`src/rtl/cfg_reg_bank_if.sv`:
```
// Bus bundle for cfg_reg_bank: request side driven by the master,
// read data and status pulses returned by the slave.
interface cfg_reg_bank_if #(
    parameter int ADDR_WD = 4,
    parameter int DATA_WD = 16
);
    logic                 WrEn;
    logic                 RdEn;
    logic [ADDR_WD-1:0]   Address;
    logic [DATA_WD-1:0]   WrData;
    logic [DATA_WD/8-1:0] WrStrb;
    logic                 ClrReq;
    logic [DATA_WD-1:0]   RdData;
    logic                 RdValid;
    logic                 Err;
    logic                 Busy;

    modport master (
        output WrEn, RdEn, Address, WrData, WrStrb, ClrReq,
        input  RdData, RdValid, Err, Busy
    );

    modport slave (
        input  WrEn, RdEn, Address, WrData, WrStrb, ClrReq,
        output RdData, RdValid, Err, Busy
    );
endinterface

```
`src/rtl/cfg_reg_bank.sv`:
```
// Configuration register bank with byte-strobed writes, read-only masking,
// one-cycle registered reads and a sweep that restores all defaults.
module cfg_reg_bank #(
    parameter int                     ADDR_WD = 4,
    parameter int                     DATA_WD = 16,
    parameter int                     NUM_EXP = 4,
    parameter logic [2**ADDR_WD-1:0]  RO_MASK = '0
) (
    input  logic                       CLK,
    input  logic                       RST,
    cfg_reg_bank_if.slave              bus,
    output logic [NUM_EXP*DATA_WD-1:0] REG_EXP
);
    localparam int DEPTH = 2**ADDR_WD;
    localparam int LANES = DATA_WD / 8;

    typedef enum logic {IDLE, CLEAR} state_t;

    // Reg 2 = UART parity enabled/even, prescale 32; reg 3 = TX clock divide 32.
    function automatic logic [DATA_WD-1:0] default_val(input int idx);
        case (idx)
            2:       return DATA_WD'(8'h81);
            3:       return DATA_WD'(8'h20);
            default: return '0;
        endcase
    endfunction

    state_t               r_state;
    state_t               w_state_nxt;
    logic [ADDR_WD:0]     r_sweep;
    logic [DATA_WD-1:0]   r_regs [DEPTH];
    logic [DATA_WD-1:0]   r_rd_data;
    logic                 r_rd_valid;
    logic                 r_err;
    logic                 w_wr_ok;
    logic                 w_rd_ok;
    logic                 w_err;
    logic                 w_clr_wr;
    logic                 w_sweep_last;

    assign w_sweep_last = (r_sweep == (ADDR_WD+1)'(DEPTH-1));

    // NOTE: sequential state uses non-blocking assignments so every flop samples pre-edge values.
    always_ff @(posedge CLK or negedge RST) begin
        if (!RST) r_state <= IDLE;
        else      r_state <= w_state_nxt;
    end

    // NOTE: every combinational output gets a default first, otherwise a latch is inferred.
    always_comb begin
        w_state_nxt = r_state;
        case (r_state)
            IDLE:    if (bus.ClrReq) w_state_nxt = CLEAR;
            CLEAR:   if (w_sweep_last) w_state_nxt = IDLE;
            default: w_state_nxt = IDLE;
        endcase
    end

    // ClrReq wins over a same-cycle bus request; a zero strobe is a silent no-op.
    always_comb begin
        w_wr_ok  = 1'b0;
        w_rd_ok  = 1'b0;
        w_err    = 1'b0;
        w_clr_wr = 1'b0;
        case (r_state)
            IDLE: begin
                if (!bus.ClrReq) begin
                    if (bus.WrEn && bus.RdEn) begin
                        w_err = 1'b1;
                    end else if (bus.WrEn) begin
                        if (bus.WrStrb != '0) begin
                            if (RO_MASK[bus.Address]) w_err   = 1'b1;
                            else                      w_wr_ok = 1'b1;
                        end
                    end else if (bus.RdEn) begin
                        w_rd_ok = 1'b1;
                    end
                end
            end
            CLEAR: begin
                w_clr_wr = 1'b1;
                w_err    = bus.WrEn | bus.RdEn;
            end
            default: ;
        endcase
    end

    always_ff @(posedge CLK or negedge RST) begin
        if (!RST) begin
            r_sweep <= '0;
        end else if (w_clr_wr) begin
            r_sweep <= w_sweep_last ? '0 : r_sweep + 1'b1;
        end
    end

    // NOTE: the storage is a small flop array that must come out of reset holding defaults, so it is reset asynchronously rather than left as an unreset RAM.
    always_ff @(posedge CLK or negedge RST) begin
        if (!RST) begin
            for (int i = 0; i < DEPTH; i++) r_regs[i] <= default_val(i);
        end else if (w_clr_wr) begin
            r_regs[r_sweep[ADDR_WD-1:0]] <= default_val(int'(r_sweep));
        end else if (w_wr_ok) begin
            for (int k = 0; k < LANES; k++) begin
                if (bus.WrStrb[k]) r_regs[bus.Address][8*k +: 8] <= bus.WrData[8*k +: 8];
            end
        end
    end

    always_ff @(posedge CLK or negedge RST) begin
        if (!RST) begin
            r_rd_data  <= '0;
            r_rd_valid <= 1'b0;
            r_err      <= 1'b0;
        end else begin
            r_rd_valid <= w_rd_ok;
            r_err      <= w_err;
            if (w_rd_ok) r_rd_data <= r_regs[bus.Address];
        end
    end

    assign bus.RdData  = r_rd_data;
    assign bus.RdValid = r_rd_valid;
    assign bus.Err     = r_err;
    assign bus.Busy    = (r_state == CLEAR);

    for (genvar i = 0; i < NUM_EXP; i++) begin : g_exp
        assign REG_EXP[i*DATA_WD +: DATA_WD] = r_regs[i];
    end
endmodule

```
`src/flat_wrapper.sv`:
```
// flat-port wrapper written by rule: the top's interface ports become plain ports
module cfg_reg_bank_flat 
#(
    parameter int                     ADDR_WD = 4,
    parameter int                     DATA_WD = 16,
    parameter int                     NUM_EXP = 4,
    parameter logic [2**ADDR_WD-1:0]  RO_MASK = '0
)
  (CLK, RST, REG_EXP, bus_WrEn, bus_RdEn, bus_Address, bus_WrData, bus_WrStrb, bus_ClrReq, bus_RdData, bus_RdValid, bus_Err, bus_Busy);
  cfg_reg_bank_if #(.ADDR_WD(ADDR_WD), .DATA_WD(DATA_WD)) bus_i ();
  input  logic CLK;
  input  logic RST;
  output logic [NUM_EXP*DATA_WD-1:0] REG_EXP;
  input wire logic [$bits(bus_i.WrEn)-1:0] bus_WrEn;
  input wire logic [$bits(bus_i.RdEn)-1:0] bus_RdEn;
  input wire logic [$bits(bus_i.Address)-1:0] bus_Address;
  input wire logic [$bits(bus_i.WrData)-1:0] bus_WrData;
  input wire logic [$bits(bus_i.WrStrb)-1:0] bus_WrStrb;
  input wire logic [$bits(bus_i.ClrReq)-1:0] bus_ClrReq;
  output wire logic [$bits(bus_i.RdData)-1:0] bus_RdData;
  output wire logic [$bits(bus_i.RdValid)-1:0] bus_RdValid;
  output wire logic [$bits(bus_i.Err)-1:0] bus_Err;
  output wire logic [$bits(bus_i.Busy)-1:0] bus_Busy;
  assign bus_i.WrEn = bus_WrEn;
  assign bus_i.RdEn = bus_RdEn;
  assign bus_i.Address = bus_Address;
  assign bus_i.WrData = bus_WrData;
  assign bus_i.WrStrb = bus_WrStrb;
  assign bus_i.ClrReq = bus_ClrReq;
  assign bus_RdData = bus_i.RdData;
  assign bus_RdValid = bus_i.RdValid;
  assign bus_Err = bus_i.Err;
  assign bus_Busy = bus_i.Busy;
  cfg_reg_bank #(.ADDR_WD(ADDR_WD), .DATA_WD(DATA_WD), .NUM_EXP(NUM_EXP), .RO_MASK(RO_MASK)) u_core (.CLK(CLK), .RST(RST), .bus(bus_i), .REG_EXP(REG_EXP));
endmodule
```
`config.mk`:
```
export PLATFORM = sky130hd
export DESIGN_NAME = cfg_reg_bank_flat
export DESIGN_NICKNAME = d
export VERILOG_FILES = /design/src/rtl/cfg_reg_bank_if.sv /design/src/rtl/cfg_reg_bank.sv /design/src/flat_wrapper.sv
export SDC_FILE = /design/constraint.sdc
export NUM_CORES = 1
export LEC_CHECK = 0
export CAP_MARGIN = 20
export CORE_UTILIZATION = 55
export CTS_CLUSTER_SIZE = 30
export DETAILED_ROUTE_END_ITERATION = 10
export PLACE_DENSITY_LB_ADDON = 0.3
export SLEW_MARGIN = 20
export SYNTH_ARGS = -nofsm -noshare
export SYNTH_HDL_FRONTEND = slang
export SYNTH_SLANG_ARGS = --single-unit
```
`constraint.sdc`:
```
create_clock -name CLK -period 4.74 [get_ports CLK]
set_input_delay 0.474 -clock CLK [delete_from_list [all_inputs] [get_ports CLK]]
set_output_delay 0.474 -clock CLK [all_outputs]
set_load 0.01 [all_outputs]
```
==> results of run 1 <==
-- final timing paths --
kind	end	slack [ns]
max	u_core.r_regs[57]$_DFFE_PN0P_	1.67
min	u_core.REG_EXP[11]$_DFFE_PN0P_	0.03
max reg2reg	u_core.r_regs[183]$_DFFE_PN0P_	1.84
min reg2reg	u_core.r_regs[116]$_DFFE_PN0P_	0.48
max in group asynchronous	u_core.r_regs[41]$_DFFE_PN0P_	3.64
min in group CLK	u_core.r_regs[116]$_DFFE_PN0P_	0.48
-- logic make-up (layout without fill, tap and decap cells) --
| kind of cell | after synthesis | after routing | synth area share (%) |
|---|---|---|---|
| AOI/OAI and AO/OA | 356 | 356 | 20.5 |
| DFF | 280 | 280 | 51.3 |
| and+or+nand+nor | 212 | 212 | 8.09 |
| muxes | 160 | 160 | 13.6 |
| buffers and inverters | 151 | 180 | 6.06 |
| adders and majority gates | 4 | 4 | 0.366 |
| xor gates and xnor gates | 1 | 1 | 0.0641 |
-- critical path, stage by stage --
cell and delay, ns:
clkdlybuf4s50_1 0.74, nor2_1 0.94, nand3_1 0.41, a21oi_1 0.72
a22o_1 0.24
-- state kept, by name, indices dropped and copies added, names as in the netlist --
name / count
u_core.REG_EXP: 64
u_core.bus.Busy: 1
u_core.bus.Err: 1
u_core.bus.RdData: 16
u_core.bus.RdValid: 1
u_core.r_regs: 192
u_core.r_sweep: 5
-- where the power goes --
| group | total, mW | switching [mW] | internal (mW) |
|---|---|---|---|
| sequential | 2.70 | 0.148 | 2.55 |
| combinational | 1.37 | 0.857 | 0.518 |
| clock | 2.17 | 0.913 | 1.25 |
-- per-layer routing --
layer,share of wire (%),track usage (%),vias to the layer above
li1,-,-,4401
met1,42,44.3,5166
met2,47,47.6,540
met3,8.7,5.13,80
met4,2.5,9.53,0
met5,0,0,-
-- through the flow --
stage	hold slack, ns	utilization, %	worst slack (ns)	area, um^2
2_1_floorplan	0.178	-	2.59	13700
3_3_place_gp	0.467	59.6	1.29	14500
3_5_place_dp	0.473	59.6	1.26	14500
4_1_cts	0.0716	63.2	1.82	15400
5_1_grt	0.102	63.2	1.56	15400
6_report	0.0337	63.2	1.67	15400
-- cells in the final DEF (no fill, tap or decap), drive strengths merged, types with 4 or more instances in the layout --
| cell type | count |
|---|---|
| a21oi | 17 |
| a221oi | 10 |
| a22o | 101 |
| a2bb2oi | 6 |
| a31oi | 25 |
| a32o | 5 |
| and2 | 18 |
| and3 | 13 |
| buf | 16 |
| clkbuf | 43 |
| clkdlybuf4s50 | 106 |
| clkinv | 6 |
| dfrtp | 277 |
| ha | 4 |
| inv | 7 |
| mux2 | 48 |
| mux2i | 96 |
| mux4 | 16 |
| nand2 | 45 |
| nand3 | 15 |
| nand4 | 15 |
| nand4b | 4 |
| nor2 | 76 |
| nor2b | 6 |
| o21a | 4 |
| o21ai | 35 |
| o22ai | 35 |
| o2bb2ai | 115 |
-- layout make-up --
cell class                 instances  area [um^2]  share of cell area (%)
clock buffer                      43          828                    5.39
timing repair buffer             122         1210                    7.88
tap                              324          405                    2.64
multi-input combinational        733         5830                    37.9
sequential                       280         7010                    45.6
inverter                           7         26.3                   0.171
clock inverter                     8         67.6                   0.439
==> qor.yml, run 1 <==
synthesis:
  synthesis.area_per_instance_um2: 11.7
  asyncSetResetFlopFracSynth_pct: 100
  yosys-top-cells-count: "277 x dfrtp_1, 115 x o2bb2ai_1, 101 x a22o_1, 96 x mux2i_1, 76 x nor2_1"
  ys_dominant_reg_cell: "dfrtp_1"
  yosysWarnings: 0
  netlist-cell-type-count: 49
  netlist_instances: 1164
  synth_enable_flop_cells: 0
  netlist_area_um2: 13700
  synth.area.top_cells: "dfrtp_1 51%, o2bb2ai_1 7.4%, mux2i_1 7.0%, a22o_1 6.5%, mux2_2 3.9%"
  netlist.area_leader.share_pct: 50.7
  sequential_element_share_of_the_synthesized_area_pct: 51.3
  yosysMostFrequentCell: "dfrtp_1"
  synth-seq-cells: 280
  synthesis.nets: 1195
  synth_area_leader_cell: "dfrtp_1"
detailed_routing:
  detail_route.vias_per_cell: 6.72
  remaining_drc_errors: 0
  drt.antenna.violating_nets: 0
  routed-via-count: 10200
  initialDrtViolationCount: 1257
  drt_wl_total_mm: 38.7
  wl_per_cell_um: 25.5
  firstDrtPassIters: 6
placed_design:
  port-buffer-count: 109
  detailedPlacementHpwl_mm: 26.4
  gpl.final_weighted_congestion: 0.937
  dp_cells: 1466
critical_path:
  critPathCaptureType: "flop"
  reg2reg_from: "u_core.bus.Busy$_DFF_PN0_"
  r2r_cells: 5
  timing.critical_path.from: "bus_Address[0]"
  timing_worst_setup_path_type: "input port to flop"
  critical_path.max_fanout: 16
  startpoint_kind_of_the_worst_setup_timing_path: "input port"
  cp.arrival_ns: 3.54
  worst_ep_required_time_ns: 5.21
sta:
  total_negative_slack_ns: 0
  setup_repair_after_global_routing_missed_its_margin: "false"
  clock-skew-final_ns: 0.00935
  worst_slew_margin_rel_pct: 29.5
  finalMaxSlewViolations: 0
  min_period_over_period_pct: 64.7
  final_hold_viol_count: 0
  timing.final.setup_violations: 0
  maxClockFrequency_mhz: 326
  tightest_slew_ns: 1.06
  post-route-min-period_ns: 3.07
cells_and_area:
  finalNetCount: 1203
  antenna_cells: 0
  proportion_of_layout_cells_with_a_drive_suffix_above_1_pct: 11.7
  final_std_cells_w_o_fill: 1517
  areaGrowthSynthToFinish_pct: 12.6
  layout.filler_cells: 1864
floorplanning:
  chipHeight_um: 160
  initial_core_util_pct: 56.2
  num_rows: 57
  floorplan.io_pins: 110
  die_width_um: 160
  core-area_um2: 24300
  dieArea_um2: 25500
global_routing:
  first_global_vias: 10000
  overall_fraction_of_global_route_tracks_in_use_pct: 30.7
  grt_pass1_wl_mm: 60.2
  grt_start_max_net_pins: 127
  grt_antenna_before_repair: 0
  globalRouteOverflowTotal: 0
clocking:
  cts.repair.resized: 0
  tritoncts: "yes"
  clk_pin_slew_ns: 0.06
  cts_sinks: 280
  h_tree_lvl_count: 1
  post-cts-setup-buffers: 0
  cts_root_buffer: "clkbuf_16"
  holdBufCountCts: 0
  cts_inserted_buffers: 28
  ctsLongestPathBuffers: 3
  insertion_delay_of_the_later_clocked_pin_in_the_worst_skew_pair_ns: 0.54
flow_run:
  cap_viol_max_count: 0
power_and_ir_drop:
  vdd.ir_drop.worst_mv: 0.288
  power.total_mw: 6.24
  leakagePower_nw: 6.65
  cellPowerDensity_nw_per_um2: 406
run_status:
  outcome: "completed"
hold_path:
  min_path_type: "input port to asynchronous set/reset pin"
Power figures use the tool's default switching activity.
==> run 2, diff against run 1 <==
CORE_UTILIZATION = 53   (was 55)
clock period = 2.7 ns   (was 4.74 ns; I/O delays follow)
==> qor.yml, run 2 (synthesized netlist as in run 1, its figures left out) <==
run_status:
  outcome: "completed"
sta:
  total_negative_slack_ns: 0
  timing.final.setup_violations: 0
  worst_slew_margin_rel_pct: 45.0
  clock-skew-final_ns: 0.0103
  setup_repair_after_global_routing_missed_its_margin: "false"
  tightest_slew_ns: 0.825
  post-route-min-period_ns: 2.38
  maxClockFrequency_mhz: 420
  fin_hold_ws_ns: 0.299
  min_period_over_period_pct: 88.2
  final_hold_viol_count: 0
  finalMaxSlewViolations: 0
clocking:
  clk_pin_slew_ns: 0.06
  h_tree_lvl_count: 1
  cts_sinks: 280
  insertion_delay_of_the_later_clocked_pin_in_the_worst_skew_pair_ns: 0.55
  tritoncts: "yes"
  cts.repair.resized: 0
  cts_root_buffer: "clkbuf_16"
  ctsLongestPathBuffers: 3
  cts_inserted_buffers: 29
critical_path:
  worst-path-stages: 6
  rrSetupSlack_ns: 0.32
  cp.arrival_ns: 2.82
  cpMaxStageDelayCell: "or4b_1"
  r2r_cells: 6
  timing_worst_setup_path_type: "flop to flop"
  crit-reg2reg-capture: "u_core.REG_EXP[6]$_DFFE_PN0P_"
  worst_path_bufs_invs: 2
  crit_path_max_incr_delay_ns: 0.61
  startpoint_kind_of_the_worst_setup_timing_path: "flop"
  critical-path-top-delay-family: "simple AND/OR/NAND/NOR gates"
  timing.critical_path.from: "u_core.bus.Busy$_DFF_PN0_"
  worst_path_cell_trace: "or4b_1, buf_12, nor2_1, a31oi_1, buf_4, a22o_1"
  reg2reg_from: "u_core.bus.Busy$_DFF_PN0_"
  critPathCaptureType: "flop"
  worst_ep_required_time_ns: 3.14
  critical_path.max_fanout: 12
floorplanning:
  num_rows: 58
  core-area_um2: 25300
  dieArea_um2: 26400
  floorplan.io_pins: 110
  die_width_um: 163
  initial_core_util_pct: 54.1
  chipHeight_um: 163
detailed_routing:
  firstDrtPassIters: 5
  remaining_drc_errors: 0
  drt.antenna.violating_nets: 0
  routed-via-count: 10500
  detail_route.vias_per_cell: 6.52
  drt_wl_total_mm: 39.2
  initialDrtViolationCount: 1041
  wl_per_cell_um: 24.4
global_routing:
  first_global_vias: 10400
  grt_pass1_wl_mm: 60.7
  overall_fraction_of_global_route_tracks_in_use_pct: 30.1
  globalRouteOverflowTotal: 0
  grt_antenna_before_repair: 0
  grt_start_max_net_pins: 81
cells_and_area:
  layout.filler_cells: 1886
  largest_register_ffs: 192
  most_used_cells_in_the_layout_excluding_fill_and_tap_cells: "277 x dfrtp_1, 115 x o2bb2ai_1, 106 x clkdlybuf4s50_1"
  proportion_of_layout_cells_with_a_drive_suffix_above_1_pct: 17.7
  antenna_cells: 0
  finalNetCount: 1282
  max_flop_register: "u_core.r_regs"
  areaGrowthSynthToFinish_pct: 18.4
  commonest_non_fill_non_tap_cell_in_the_layout: "dfrtp_1"
power_and_ir_drop:
  cellPowerDensity_nw_per_um2: 716
  vdd.ir_drop.worst_mv: 0.421
  leakagePower_nw: 7.12
flow_run:
  cap_viol_max_count: 0
placed_design:
  gpl.final_weighted_congestion: 0.919
  detailedPlacementHpwl_mm: 27.6
  port-buffer-count: 109
hold_path:
  min_path_type: "input port to asynchronous set/reset pin"
==> run 2: cell count changes in the layout (fill, tap and decap cells not counted), moves of 3 or more <==
| cell | change |
|---|---|
| buf_12 | +5 |
| bufinv_16 | +3 |
| clkbuf_8 | +4 |
| buf_4 | +72 |
| clkbuf_1 | -5 |
==> run 2: cell type report <==
cell class	instances	area (um^2)	share of cell area [%]
flip-flops and latches	280	7010	43.4
multi-input cells	733	5830	36.1
repair buffers	200	1860	11.5
clock buffers	42	865	5.35
well taps	330	413	2.55
clock inverters	12	164	1.01
inverters	7	26.3	0.163
==> run 2: worst max-delay path by stage <==
stage | endpoint | slack [ns]
2_1_floorplan | u_core.r_regs[80]$_DFFE_PN0P_ | 0.59
3_3_place_gp | u_core.REG_EXP[3]$_DFFE_PN0P_ | 0.08
3_5_place_dp | u_core.REG_EXP[6]$_DFFE_PN0P_ | 0.05
4_1_cts | u_core.REG_EXP[6]$_DFFE_PN0P_ | 0.34
5_1_grt | u_core.REG_EXP[6]$_DFFE_PN0P_ | 0.26
6_report | u_core.REG_EXP[6]$_DFFE_PN0P_ | 0.32
==> run 2: metal layers <==
layer	global-route usage (%)	vias up	part of all wire [%]
li1	-	4571	-
met1	42.7	5290	42
met2	46.7	535	46
met3	6.42	65	9.2
met4	8.96	0	2.3
met5	0	-	0
==> run 2: power by group <==
| group | internal (mW) | switching (mW) | total [mW] |
|---|---|---|---|
| Combinational | 1.05 | 1.50 | 2.55 |
| Sequential | 4.48 | 0.273 | 4.76 |
| Clock | 2.59 | 1.67 | 4.26 |
| Total | 8.13 | 3.45 | 11.6 |
==> run 2: per-stage QoR <==
stage                     util [%]  cell area (um^2)  power [mW]  std cells  worst slack, ns
after floorplan                  -             13700        6.18       1164            0.591
after CTS                     64.0             16200        11.6       1604            0.338
after global routing          64.0             16200        12.0       1604            0.265
after global placement        59.9             15100        7.28       1549           0.0774
after detailed placement      59.9             15100        7.33       1549           0.0474
final                         64.0             16200        11.6       1604            0.318
==> run 2: repair_timing <==
| item | 4_1_cts | 5_1_grt |
|---|---|---|
| hold buffers | 1 | 0 |
| setup buffers | 0 | 0 |
| endpoints found under the hold margin | 76 | 0 |
==> run 3, diff against run 2 <==
SKIP_LAST_GASP = 1   (was default)
==> results of run 3 <==
The final DEF is identical to that of run 2; final timing and power are the same.
